File: src/rtl/clock_set_ctrl.sv
// clock_set_ctrl
//   Button-driven settings controller for the digital clock core. Three
//   debounced buttons walk a set-time / set-alarm state machine. Time edits
//   start from the live clock value and are handed to the core with a
//   one-cycle load strobe. Alarm edits are held on the alarm outputs until the
//   next alarm commit.
//
// Ports
//   clk        in   system clock, rising edge
//   rst_n      in   asynchronous active-low reset
//   btn_mode   in   enter time edit from IDLE / abort any edit
//   btn_inc    in   increment active field (auto-repeats while held)
//   btn_ok     in   advance field / commit; enter alarm edit from IDLE
//   cur_h/m/s  in   live time from the clock core
//   set_h/m/s  out  time to load, valid while load_time is high
//   load_time  out  one-cycle strobe after a time commit
//   alarm_h/m  out  last committed alarm
//   alarm_en   out  high once any alarm has been committed
//   edit_field out  current state encoding, used for display blinking

module clock_set_ctrl #(
    parameter int H_MOD      = 12,
    parameter int REPEAT_DLY = 500,
    parameter int REPEAT_PER = 100,
    parameter int TIMEOUT    = 10000
) (
    input  logic       clk,
    input  logic       rst_n,
    input  logic       btn_mode,
    input  logic       btn_inc,
    input  logic       btn_ok,
    input  logic [3:0] cur_h,
    input  logic [5:0] cur_m,
    input  logic [5:0] cur_s,
    output logic [3:0] set_h,
    output logic [5:0] set_m,
    output logic [5:0] set_s,
    output logic       load_time,
    output logic [3:0] alarm_h,
    output logic [5:0] alarm_m,
    output logic       alarm_en,
    output logic [2:0] edit_field
);

    typedef enum logic [2:0] {
        IDLE  = 3'd0,
        SET_H = 3'd1,
        SET_M = 3'd2,
        SET_S = 3'd3,
        AL_H  = 3'd4,
        AL_M  = 3'd5
    } state_t;

    localparam int RMAX = (REPEAT_DLY > REPEAT_PER) ? REPEAT_DLY : REPEAT_PER;
    localparam int RW   = $clog2(RMAX + 1);
    localparam int TW   = $clog2(TIMEOUT + 1);

    localparam logic [3:0]    H_MAX  = 4'(H_MOD - 1);
    localparam logic [4:0]    H_LIM  = 5'(H_MOD);
    localparam logic [5:0]    MS_MAX = 6'd59;
    localparam logic [RW-1:0] R_DLY  = RW'(REPEAT_DLY);
    localparam logic [RW-1:0] R_PER  = RW'(REPEAT_PER);
    localparam logic [RW-1:0] R_ONE  = RW'(1);
    localparam logic [TW-1:0] TO_LIM = TW'(TIMEOUT);
    localparam logic [TW-1:0] TO_ONE = TW'(1);

    state_t        state, state_n;
    logic          mode_prev, inc_prev, ok_prev;
    logic          mode_p, inc_p, ok_p;
    logic [3:0]    ed_h, ed_h_n;
    logic [5:0]    ed_m, ed_m_n, ed_s, ed_s_n;
    logic [RW-1:0] rep_cnt, rep_n;
    logic          repeating, rpt_n;
    logic [TW-1:0] to_cnt, to_n;
    logic [3:0]    set_h_n, alarm_h_n;
    logic [5:0]    set_m_n, set_s_n, alarm_m_n;
    logic          load_n, alen_n;
    logic          rep_fire, do_inc;

    // A press is the first cycle a button is seen high. The history registers
    // reset high so a button held through reset must be released first.
    assign mode_p = btn_mode & ~mode_prev;
    assign inc_p  = btn_inc  & ~inc_prev;
    assign ok_p   = btn_ok   & ~ok_prev;

    assign edit_field = state;

    // All state lives in one register bank; the next values are computed
    // combinationally below so every output change lands one cycle after the
    // press that caused it.
    always_ff @(posedge clk or negedge rst_n) begin
        if (!rst_n) begin
            state     <= IDLE;
            mode_prev <= 1'b1;
            inc_prev  <= 1'b1;
            ok_prev   <= 1'b1;
            ed_h      <= '0;
            ed_m      <= '0;
            ed_s      <= '0;
            rep_cnt   <= '0;
            repeating <= 1'b0;
            to_cnt    <= '0;
            set_h     <= '0;
            set_m     <= '0;
            set_s     <= '0;
            load_time <= 1'b0;
            alarm_h   <= '0;
            alarm_m   <= '0;
            alarm_en  <= 1'b0;
        end else begin
            state     <= state_n;
            mode_prev <= btn_mode;
            inc_prev  <= btn_inc;
            ok_prev   <= btn_ok;
            ed_h      <= ed_h_n;
            ed_m      <= ed_m_n;
            ed_s      <= ed_s_n;
            rep_cnt   <= rep_n;
            repeating <= rpt_n;
            to_cnt    <= to_n;
            set_h     <= set_h_n;
            set_m     <= set_m_n;
            set_s     <= set_s_n;
            load_time <= load_n;
            alarm_h   <= alarm_h_n;
            alarm_m   <= alarm_m_n;
            alarm_en  <= alen_n;
        end
    end

    // Next-state and datapath logic. Button priority is mode > ok > inc.
    // The repeat counter measures how long btn_inc has been held since its
    // press: the first auto-increment comes after REPEAT_DLY cycles, later
    // ones every REPEAT_PER. The idle counter aborts an edit that sees no
    // activity for TIMEOUT cycles; auto-repeat increments count as activity.
    always_comb begin
        state_n   = state;
        ed_h_n    = ed_h;
        ed_m_n    = ed_m;
        ed_s_n    = ed_s;
        rep_n     = rep_cnt;
        rpt_n     = repeating;
        to_n      = to_cnt;
        set_h_n   = set_h;
        set_m_n   = set_m;
        set_s_n   = set_s;
        load_n    = 1'b0;
        alarm_h_n = alarm_h;
        alarm_m_n = alarm_m;
        alen_n    = alarm_en;
        rep_fire  = 1'b0;
        do_inc    = 1'b0;

        if (state == IDLE) begin
            rep_n = '0;
            rpt_n = 1'b0;
            to_n  = '0;
            if (mode_p) begin
                // Out-of-range live values are clamped so editing always
                // starts from a legal field value.
                ed_h_n  = ({1'b0, cur_h} >= H_LIM) ? 4'd0 : cur_h;
                ed_m_n  = (cur_m > MS_MAX) ? 6'd0 : cur_m;
                ed_s_n  = (cur_s > MS_MAX) ? 6'd0 : cur_s;
                state_n = SET_H;
            end else if (ok_p) begin
                ed_h_n  = alarm_h;
                ed_m_n  = alarm_m;
                state_n = AL_H;
            end
        end else begin
            to_n = to_cnt + TO_ONE;

            if (btn_inc && !inc_p) begin
                rep_n = rep_cnt + R_ONE;
                if (rep_n == (repeating ? R_PER : R_DLY)) begin
                    rep_fire = 1'b1;
                    rep_n    = '0;
                    rpt_n    = 1'b1;
                end
            end else begin
                rep_n = '0;
                rpt_n = 1'b0;
            end

            if (mode_p) begin
                state_n = IDLE;
            end else if (ok_p) begin
                to_n  = '0;
                rep_n = '0;
                rpt_n = 1'b0;
                case (state)
                    SET_H: state_n = SET_M;
                    SET_M: state_n = SET_S;
                    SET_S: begin
                        set_h_n = ed_h;
                        set_m_n = ed_m;
                        set_s_n = ed_s;
                        load_n  = 1'b1;
                        state_n = IDLE;
                    end
                    AL_H: state_n = AL_M;
                    AL_M: begin
                        alarm_h_n = ed_h;
                        alarm_m_n = ed_m;
                        alen_n    = 1'b1;
                        state_n   = IDLE;
                    end
                    default: state_n = IDLE;
                endcase
            end else if (inc_p || rep_fire) begin
                do_inc = 1'b1;
                to_n   = '0;
            end else if (to_n == TO_LIM) begin
                state_n = IDLE;
            end
        end

        // Field increment with wrap; hours wrap at H_MOD, minutes and
        // seconds at 60.
        if (do_inc) begin
            case (state)
                SET_H, AL_H: ed_h_n = (ed_h == H_MAX)  ? 4'd0 : ed_h + 4'd1;
                SET_M, AL_M: ed_m_n = (ed_m == MS_MAX) ? 6'd0 : ed_m + 6'd1;
                SET_S:       ed_s_n = (ed_s == MS_MAX) ? 6'd0 : ed_s + 6'd1;
                default:     ;
            endcase
        end
    end

endmodule

File: config.mk
export PLATFORM = sky130hd
export DESIGN_NAME = clock_set_ctrl
export DESIGN_NICKNAME = d
export VERILOG_FILES = /design/src/rtl/clock_set_ctrl.sv
export SDC_FILE = /design/constraint.sdc
export NUM_CORES = 1
export LEC_CHECK = 0
export CAP_MARGIN = 20
export CORE_ASPECT_RATIO = 1.75
export CORE_MARGIN = 2
export CORE_UTILIZATION = 30
export CTS_CLUSTER_DIAMETER = 60
export DETAILED_ROUTE_END_ITERATION = 12
export GPL_TIMING_DRIVEN = 0
export SYNTH_ARGS = -nofsm -noshare
export SYNTH_HDL_FRONTEND = slang
export SYNTH_SLANG_ARGS = --single-unit
File: constraint.sdc
create_clock -name clk -period 3.9 [get_ports clk]
set_input_delay 0.39 -clock clk [delete_from_list [all_inputs] [get_ports clk]]
set_output_delay 0.39 -clock clk [all_outputs]
set_load 0.02 [all_outputs]
==> impl_table.tex, run 1 <==
\begin{tabular}{lr}
\hline
Metric & Value \\
\hline
\multicolumn{2}{l}{\textbf{Setup path}} \\
Buf+Inv Stages, Crit Path & 1 \\
Classification of the worst setup path & reg -> reg \\
Category of the worst setup path capture point & flop \\
Worst reg2reg path endpoint & edit\_field[1]\$\_DFFE\_PN0P\_ \\
Critical path's slowest cell & sky130\_fd\_sc\_hd\_\_a2111oi\_0 \\
Worst-path fanout max & 10 \\
Critical path, cell by cell & ha\_1 > clkbuf\_1 > and4\_1 > and2\_1 > or3\_1 > o21ai\_0 > nand3\_1 > a2111oi\_0 > o21ai\_0 \\
Critical path's largest stage delay & 620 ps \\
Reg-to-reg startpoint & to\_cnt[0]\$\_DFF\_PN0\_ \\
Most common cell type on the critical path & sky130\_fd\_sc\_hd\_\_o21ai\_0 \\
Worst R2R Setup Slack & about 970 ps \\
Crit path arrival time & 3110 ps \\
Depth of the worst register-to-register path & 9 \\
Required time at the worst-slack endpoint & approximately 4000 ps \\
Critical path's top delay family & simple AND/OR/NAND/NOR gates \\
Element type at the critical path start & flop \\
\multicolumn{2}{l}{\textbf{STA}} \\
Least setup slack across all paths after layout & between 900 and 1000 ps \\
Min Tclk post-route & 2930 ps \\
Tightest Pin Transition & roughly 820 ps \\
RSZ-0062 raised after global routing & no \\
Endpoints failing setup & 0 \\
Worst rel slew slack & 0.455 \\
Setup TNS & 0 ps \\
Final worst clock skew & between 4 and 5 ps \\
Final Hold Viols & 0 \\
Total count of max-transition violations in the final report & 0 \\
Upper clock frequency limit & between 300 and 400 MHz \\
Post-route clock period utilization & 0.752 \\
Final hold slack & just over 2 ps \\
\multicolumn{2}{l}{\textbf{Finish}} \\
Layout Nets & 498 \\
Layout cell share with drive strength beyond 1 & 0.114 \\
Layout-stage area growth over the synthesis result & 26.7\% \\
Fill count & around 1300 \\
Most common library cell in the layout ignoring fill and taps & sky130\_fd\_sc\_hd\_\_dfrtp\_1 \\
Number of antenna diodes & 0 \\
Area of the multi-input gates & around 2000 µm² \\
Storage element area & 1860 µm² \\
Highest-count cells in the layout ignoring fill and taps & sky130\_fd\_sc\_hd\_\_dfrtp\_1 (71), sky130\_fd\_sc\_hd\_\_nor2\_1 (54), sky130\_fd\_sc\_hd\_\_clkdlybuf4s50\_1 (50), sky130\_fd\_sc\_hd\_\_nand2\_1 (34), sky130\_fd\_sc\_hd\_\_mux2\_2 (26) \\
\multicolumn{2}{l}{\textbf{Floorplanning}} \\
Standard-cell rows & 55 \\
Die Footprint & approximately 14000 µm² \\
Y dimension of the die & approximately 160 µm \\
Die Span X & approximately 90 µm \\
IO Pins & 52 \\
Core box area & roughly 13000 µm² \\
Starting density of the core & 0.307 \\
\multicolumn{2}{l}{\textbf{Yosys}} \\
Synthesized area & between 3000 and 4000 µm² \\
Part of the Yosys area used for sequential elements & 0.467 \\
Share of the synthesized area in the top cell type & 0.447 \\
Predominant post-synthesis flop cell & sky130\_fd\_sc\_hd\_\_dfrtp\_1 \\
Share of synthesized registers carrying an async set or reset & 1.00 \\
Mapped Avg Cell Area & between 9 and 10 µm² \\
Synth area leader & sky130\_fd\_sc\_hd\_\_dfrtp\_1 \\
Dominant cells by area after synthesis & sky130\_fd\_sc\_hd\_\_dfrtp\_1 (45\%), sky130\_fd\_sc\_hd\_\_mux2\_2 (7.4\%), sky130\_fd\_sc\_hd\_\_nor2\_1 (5.1\%) \\
\#FFs+latches synth & 74 \\
Cell variety after synth & 56 \\
Count of flip-flops with a built-in enable after synthesis & 0 \\
Synth warnings & 0 \\
Synth Net Count & 435 \\
Post-synthesis cell count & 408 \\
\multicolumn{2}{l}{\textbf{Routing}} \\
Post-detailed-route count of antenna-violating nets & 0 \\
Total routed wirelength & about 9600 µm \\
Routed wire length per instance & between 10 and 15 µm \\
Number of detailed-route iterations in the first pass & 5 \\
1st-iter DRT viols & about 120 \\
Number of remaining DRC errors & 0 \\
Via-per-instance ratio & slightly above 5 \\
Total number of vias & 3276 \\
\multicolumn{2}{l}{\textbf{Power and ir drop}} \\
Pwr/cell area & $\sim$630 nW/µm² \\
Worst supply voltage drop on vdd & about 0.00021 V \\
Static leakage power & 2.08 nW \\
Power, Total & between 3 and 4 mW \\
\multicolumn{2}{l}{\textbf{Clocking}} \\
Hold buffers post-CTS & 0 \\
Root buf cell & sky130\_fd\_sc\_hd\_\_clkbuf\_16 \\
Clk buf depth & 2 \\
H-tree level count & 3 \\
Clock tree from TritonCTS & built \\
Worst-skew pair later-pin latency & $\sim$330 ps \\
Clock-pin slew of the registers on the worst-case setup and hold paths & about 50 ps \\
Number of buffers added for setup after CTS & 0 \\
\# clock sinks & between 70 and 80 \\
Count of cells resized by post-cts repair & 0 \\
Number of buffers added by the clock tree synthesis step & 9 \\
\multicolumn{2}{l}{\textbf{GRT}} \\
Maximum number of pins on one net before global-route repair & 41 \\
Total track usage & 0.139 \\
Remaining Overflow, GRT & 0 \\
Initial antenna violation count & 0 \\
Number of global-route vias before repair & roughly 3300 \\
First-pass GRT wire length & approximately 16000 µm \\
\multicolumn{2}{l}{\textbf{Placed design}} \\
Post-detailed-placement half-perimeter wirelength & just over 7000 µm \\
Setup WS pre-CTS & between 600 and 700 ps \\
Number of buffer cells added on primary ports & 51 \\
RD Place Congestion & 0.865 \\
\multicolumn{2}{l}{\textbf{Status}} \\
Outcome & complete, no violations \\
\multicolumn{2}{l}{\textbf{Worst hold path}} \\
Worst min-delay path category & in -> async \\
\multicolumn{2}{l}{\textbf{Run}} \\
Total of max-cap violations & 0 \\
\hline
\end{tabular}
-- routing by layer --
metal / up-vias / part of all wire / track usage
met5: - / 0 / 0
met4: 0 / 0.016 / 0.0548
met3: 11 / 0.025 / 0.0221
met2: 52 / 0.57 / 0.271
met1: 1619 / 0.39 / 0.146
li1: 1594 / - / -
-- logic make-up (layout without fill, tap and decap cells) --
| logic type | Yosys count | in the layout | share of synthesized area |
|---|---|---|---|
| XOR/XNOR | 25 | 25 | 0.0551 |
| buffers and inverters | 24 | 91 | 0.0255 |
| AO/OA/AOI/OAI | 78 | 78 | 0.129 |
| AND/OR/NAND/NOR | 165 | 165 | 0.205 |
| flip-flops | 74 | 74 | 0.467 |
| multiplexers | 36 | 36 | 0.100 |
| adder cells (fa/ha/maj) | 6 | 6 | 0.0189 |
-- cells in the mapped netlist, types with 6 or more instances --
cell type	number
sky130_fd_sc_hd__ha_1	6
sky130_fd_sc_hd__dfrtp_1	71
sky130_fd_sc_hd__a22oi_1	11
sky130_fd_sc_hd__nand2_1	34
sky130_fd_sc_hd__mux2_2	26
sky130_fd_sc_hd__nor3_1	8
sky130_fd_sc_hd__and3_1	12
sky130_fd_sc_hd__mux2i_1	8
sky130_fd_sc_hd__nand4_1	9
sky130_fd_sc_hd__a21oi_1	21
sky130_fd_sc_hd__xor2_1	12
sky130_fd_sc_hd__xnor2_1	13
sky130_fd_sc_hd__nand3_1	12
sky130_fd_sc_hd__clkbuf_1	16
sky130_fd_sc_hd__nor2_1	54
sky130_fd_sc_hd__nand2b_1	7
sky130_fd_sc_hd__o21ai_0	17
-- sequential cells by signal (all words and copies together), names as in the netlist, 3 cells and up --
| name | count |
|---|---|
| set_h | 4 |
| set_s | 6 |
| alarm_h | 4 |
| alarm_m | 6 |
| to_cnt | 14 |
| edit_field | 3 |
| rep_cnt | 9 |
| ed_m | 6 |
| ed_h | 4 |
| set_m | 6 |
| ed_s | 6 |
-- worst reg2reg max path: cells and delay by family (launching register included) --
family,cells,cell delay [ps]
flip-flops,1,460
buffers and inverters,1,200
AO/OA/AOI/OAI,3,900
adder cells (fa/ha/maj),1,230
AND/OR/NAND/NOR,4,980
-- area by class of cell --
type / instances / area share
Tap cell: 171 / 0.0425
Timing Repair Buffer: 52 / 0.105
Multi-Input combinational cell: 310 / 0.401
Buffer: 21 / 0.0179
Clock buffer: 13 / 0.0517
Clock inverter: 2 / 0.0119
Inverter: 3 / 0.00223
Sequential cell: 74 / 0.368
-- worst max-delay path by stage --
stage,startpoint,endpoint,slack (ps),cells after the start
2_1_floorplan,rep_cnt[0]$_DFF_PN0_,ed_m[1]$_DFF_PN0_,1290,8
3_3_place_gp,rst_n,set_s[3]$_DFFE_PN0P_,-170,1
3_5_place_dp,btn_mode,set_m[2]$_DFFE_PN0P_,670,7
4_1_cts,to_cnt[0]$_DFF_PN0_,edit_field[1]$_DFFE_PN0P_,1000,9
5_1_grt,to_cnt[0]$_DFF_PN0_,edit_field[0]$_DFFE_PN0P_,800,9
6_report,to_cnt[0]$_DFF_PN0_,edit_field[1]$_DFFE_PN0P_,970,9
-- where the power goes --
group | switching [mW] | internal [mW] | total, mW
clock network | 0.293 | 0.592 | 0.884
logic | 0.599 | 0.505 | 1.10
registers | 0.189 | 0.973 | 1.16
-- through the flow --
stage               instance area (µm²)  cells  utilization
floorplan                          3980    408            -
global placement                   4700    630        0.363
detailed placement                 4720    631        0.365
CTS                                5040    646        0.389
global route                       5040    646        0.389
finish                             5040    646        0.389
(Power assumes the default switching activity.)
==> inputs of run 2 (changes only) <==
==> constraint.sdc (replaced) <==
create_clock -name clk -period 2.4 [get_ports clk]
set_input_delay 0.24 -clock clk [delete_from_list [all_inputs] [get_ports clk]]
set_output_delay 0.24 -clock clk [all_outputs]
set_load 0.02 [all_outputs]
==> impl_table.tex, run 2 (same netlist as run 1, synthesis figures left out) <==
\begin{tabular}{lr}
\hline
Metric & Value \\
\hline
\multicolumn{2}{l}{\textbf{GRT}} \\
Number of global-route vias before repair & 3366 (was 3302) \\
Maximum number of pins on one net before global-route repair & 44 (was 41) \\
Met2 Resource Use GR & 0.263 (was 0.271) \\
Most congested layer reported by global routing & met2 (unchanged) \\
Initial antenna violation count & 0 (unchanged) \\
Fraction of met1 tracks used by global routing & 0.150 (was 0.146) \\
Met3 demand-to-capacity share in global routing & 0.0265 (was 0.0221) \\
First-pass GRT wire length & 16200 µm (was 15900 µm) \\
Total track usage & 0.141 (was 0.139) \\
Remaining Overflow, GRT & 0 (unchanged) \\
\multicolumn{2}{l}{\textbf{Placed design}} \\
RD Place Congestion & 0.843 (was 0.865) \\
Post-detailed-placement half-perimeter wirelength & 7180 µm (was 7090 µm) \\
Number of buffer cells added on primary ports & 51 (unchanged) \\
\multicolumn{2}{l}{\textbf{Finish}} \\
Most common library cell in the layout ignoring fill and taps & sky130\_fd\_sc\_hd\_\_dfrtp\_1 (unchanged) \\
Final core area utilization & 0.412 (was 0.389) \\
Layout cell share with drive strength beyond 1 & 0.178 (was 0.114) \\
Flip-flop count of the largest register, all copies and words added & 14 (unchanged) \\
Number of antenna diodes & 0 (unchanged) \\
Largest registers & to\_cnt: 14 flops, rep\_cnt: 9 flops (unchanged) \\
Highest-count cells in the layout ignoring fill and taps & sky130\_fd\_sc\_hd\_\_dfrtp\_1 (68), sky130\_fd\_sc\_hd\_\_nor2\_1 (53), sky130\_fd\_sc\_hd\_\_clkdlybuf4s50\_1 (50), sky130\_fd\_sc\_hd\_\_nand2\_1 (34), sky130\_fd\_sc\_hd\_\_mux2\_2 (26) (was sky130\_fd\_sc\_hd\_\_dfrtp\_1 (71), sky130\_fd\_sc\_hd\_\_nor2\_1 (54), sky130\_fd\_sc\_hd\_\_clkdlybuf4s50\_1 (50), sky130\_fd\_sc\_hd\_\_nand2\_1 (34), sky130\_fd\_sc\_hd\_\_mux2\_2 (26)) \\
Layout Nets & 506 (was 498) \\
Register with the most flip-flops & to\_cnt (unchanged) \\
Layout-stage area growth over the synthesis result & 34.1\% (was 26.7\%) \\
\multicolumn{2}{l}{\textbf{Setup path}} \\
Required time at the worst-slack endpoint & 2620 ps (was 4080 ps) \\
Worst-path fanout max & 6 (was 10) \\
Category of the worst setup path capture point & flop (unchanged) \\
Crit path arrival time & 2710 ps (was 3110 ps) \\
Classification of the worst setup path & reg -> reg (unchanged) \\
Element type at the critical path start & flop (unchanged) \\
\multicolumn{2}{l}{\textbf{STA}} \\
Upper clock frequency limit & 403 MHz (was 341 MHz) \\
Post-route clock period utilization & 1.04 (was 0.752) \\
Worst rel slew slack & 0.483 (was 0.455) \\
Least setup slack across all paths after layout & -84.2 ps (was 967 ps) \\
Endpoints failing setup & 8 (was 0) \\
Setup TNS & -366 ps (was 0 ps) \\
Final worst clock skew & 8.00 ps (was 4.86 ps) \\
Min Tclk post-route & 2480 ps (was 2930 ps) \\
RSZ-0062 raised after global routing & yes (was no) \\
Total count of max-transition violations in the final report & 0 (unchanged) \\
Tightest Pin Transition & 770 ps (was 818 ps) \\
Final Hold Viols & 0 (unchanged) \\
\multicolumn{2}{l}{\textbf{Clocking}} \\
Clock-pin slew of the registers on the worst-case setup and hold paths & 60 ps (was 50 ps) \\
Number of buffers added by the clock tree synthesis step & 9 (unchanged) \\
Root buf cell & sky130\_fd\_sc\_hd\_\_clkbuf\_16 (unchanged) \\
\# clock sinks & 74 (unchanged) \\
Clock tree from TritonCTS & built (unchanged) \\
Clk buf depth & 2 (unchanged) \\
H-tree level count & 3 (unchanged) \\
Worst-skew pair later-pin latency & 340 ps (was 330 ps) \\
\multicolumn{2}{l}{\textbf{Floorplanning}} \\
Y dimension of the die & 156 µm (unchanged) \\
Standard-cell rows & 55 (unchanged) \\
Core box area & 12900 µm² (unchanged) \\
IO Pins & 52 (unchanged) \\
Die Footprint & 14200 µm² (unchanged) \\
Die Span X & 91.0 µm (unchanged) \\
Starting density of the core & 0.307 (unchanged) \\
\multicolumn{2}{l}{\textbf{Power and ir drop}} \\
Worst supply voltage drop on vdd & 0.000358 V (was 0.000212 V) \\
Power, Total & 5.43 mW (was 3.15 mW) \\
Pwr/cell area & 1020 nW/µm² (was 625 nW/µm²) \\
Static leakage power & 2.19 nW (was 2.08 nW) \\
\multicolumn{2}{l}{\textbf{Routing}} \\
Number of remaining DRC errors & 0 (unchanged) \\
Routed wire length per instance & 15.0 µm (was 14.8 µm) \\
Total routed wirelength & 9810 µm (was 9590 µm) \\
1st-iter DRT viols & 137 (was 123) \\
Via-per-instance ratio & 5.15 (was 5.07) \\
Post-detailed-route count of antenna-violating nets & 0 (unchanged) \\
Total number of vias & 3374 (was 3276) \\
Number of detailed-route iterations in the first pass & 4 (was 5) \\
\multicolumn{2}{l}{\textbf{Status}} \\
Outcome & complete, but fails checks (was complete, no violations) \\
Failing checks & setup timing \\
\multicolumn{2}{l}{\textbf{Worst hold path}} \\
Worst min-delay path category & in -> reg (was in -> async) \\
\multicolumn{2}{l}{\textbf{Run}} \\
Total of max-cap violations & 0 (unchanged) \\
\hline
\end{tabular}
run 2: cell count changes in the layout (fill, tap and decap cells not counted), moves of 2 or more:
cell,delta
sky130_fd_sc_hd__a31oi_1,-2
sky130_fd_sc_hd__and3_1,-2
sky130_fd_sc_hd__buf_12,+2
sky130_fd_sc_hd__buf_4,+6
sky130_fd_sc_hd__buf_6,+2
sky130_fd_sc_hd__bufinv_16,+2
sky130_fd_sc_hd__clkbuf_1,-4
sky130_fd_sc_hd__clkbuf_2,+2
sky130_fd_sc_hd__dfrtp_1,-3
sky130_fd_sc_hd__dfrtp_2,+3
sky130_fd_sc_hd__ha_1,-2
sky130_fd_sc_hd__ha_4,+2
run 2: per-layer routing:
metal / routed length [µm] / up-vias / share of wire
met3: 252 / 17 / 0.026
met4: 330 / 0 / 0.034
met1: 3900 / 1684 / 0.40
li1: - / 1616 / -
met2: 5320 / 57 / 0.54
met5: 0 / - / 0
run 2: metrics by stage:
step                      instance area, µm²  hold slack (ps)  std cells  setup slack (ps)
final                                   5330              351        655             -84.2
after global routing                    5330              362        655              -143
after CTS                               5260              347        654             -84.7
after detailed placement                4740              214        631              -715
after global placement                  4720              460        630             -1490
after floorplan                         4000            -55.6        408              1.69
run 2: worst paths after layout:
check	startpoint	endpoint	slack [ps]	depth (start not counted)
worst min-delay path	btn_mode	mode_prev$_DFF_PN1_	350	1
max in group asynchronous	rst_n	inc_prev$_DFF_PN1_	1390	3
min in group asynchronous	rst_n	load_time$_DFF_PN0_	380	2
worst max-delay path	rep_cnt[0]$_DFF_PN0_	ed_m[1]$_DFF_PN0_	-80	8
worst max register to register	rep_cnt[0]$_DFF_PN0_	ed_m[1]$_DFF_PN0_	-80	8
worst min register to register	alarm_en$_DFFE_PN0P_	alarm_en$_DFFE_PN0P_	480	1
run 2: final cells by class:
| type | instances | area (µm²) |
|---|---|---|
| Tap cell | 171 | 214 |
| Inverter | 3 | 13.8 |
| Fill cell | 1296 | 7600 |
| Buffer | 17 | 68.8 |
| Clock inverter | 5 | 125 |
| Multi-Input combinational cell | 310 | 2150 |
| Timing Repair Buffer | 64 | 657 |
| Clock buffer | 11 | 243 |
| Sequential cell | 74 | 1860 |
run 2: repair_timing:
| action | CTS | global route |
|---|---|---|
| endpoints found under the setup margin | 40 | 27 |
| endpoints found under the hold margin | 30 | 0 |
| hold buffers | 1 | 0 |
| setup buffers | 10 | 1 |
| resized for setup | 14 | 15 |
| pin swaps | 4 | 7 |
run 2: where the power goes:
group | leakage [nW] | internal, mW | switching (mW)
clock | 0.180 | 1.15 | 0.507
sequential | 0.984 | 1.58 | 0.319
combinational | 1.03 | 0.873 | 1.00
total | 2.19 | 3.60 | 1.83
run 2: worst max-delay path: stages, from the launching register on:
cell and delay, ps:
sky130_fd_sc_hd__dfrtp_2 430, sky130_fd_sc_hd__ha_4 190, sky130_fd_sc_hd__a21o_1 160, sky130_fd_sc_hd__a31oi_2 220
sky130_fd_sc_hd__a31oi_4 70, sky130_fd_sc_hd__o41a_1 470, sky130_fd_sc_hd__a21boi_4 240, sky130_fd_sc_hd__and3_4 270
sky130_fd_sc_hd__mux2_4 310
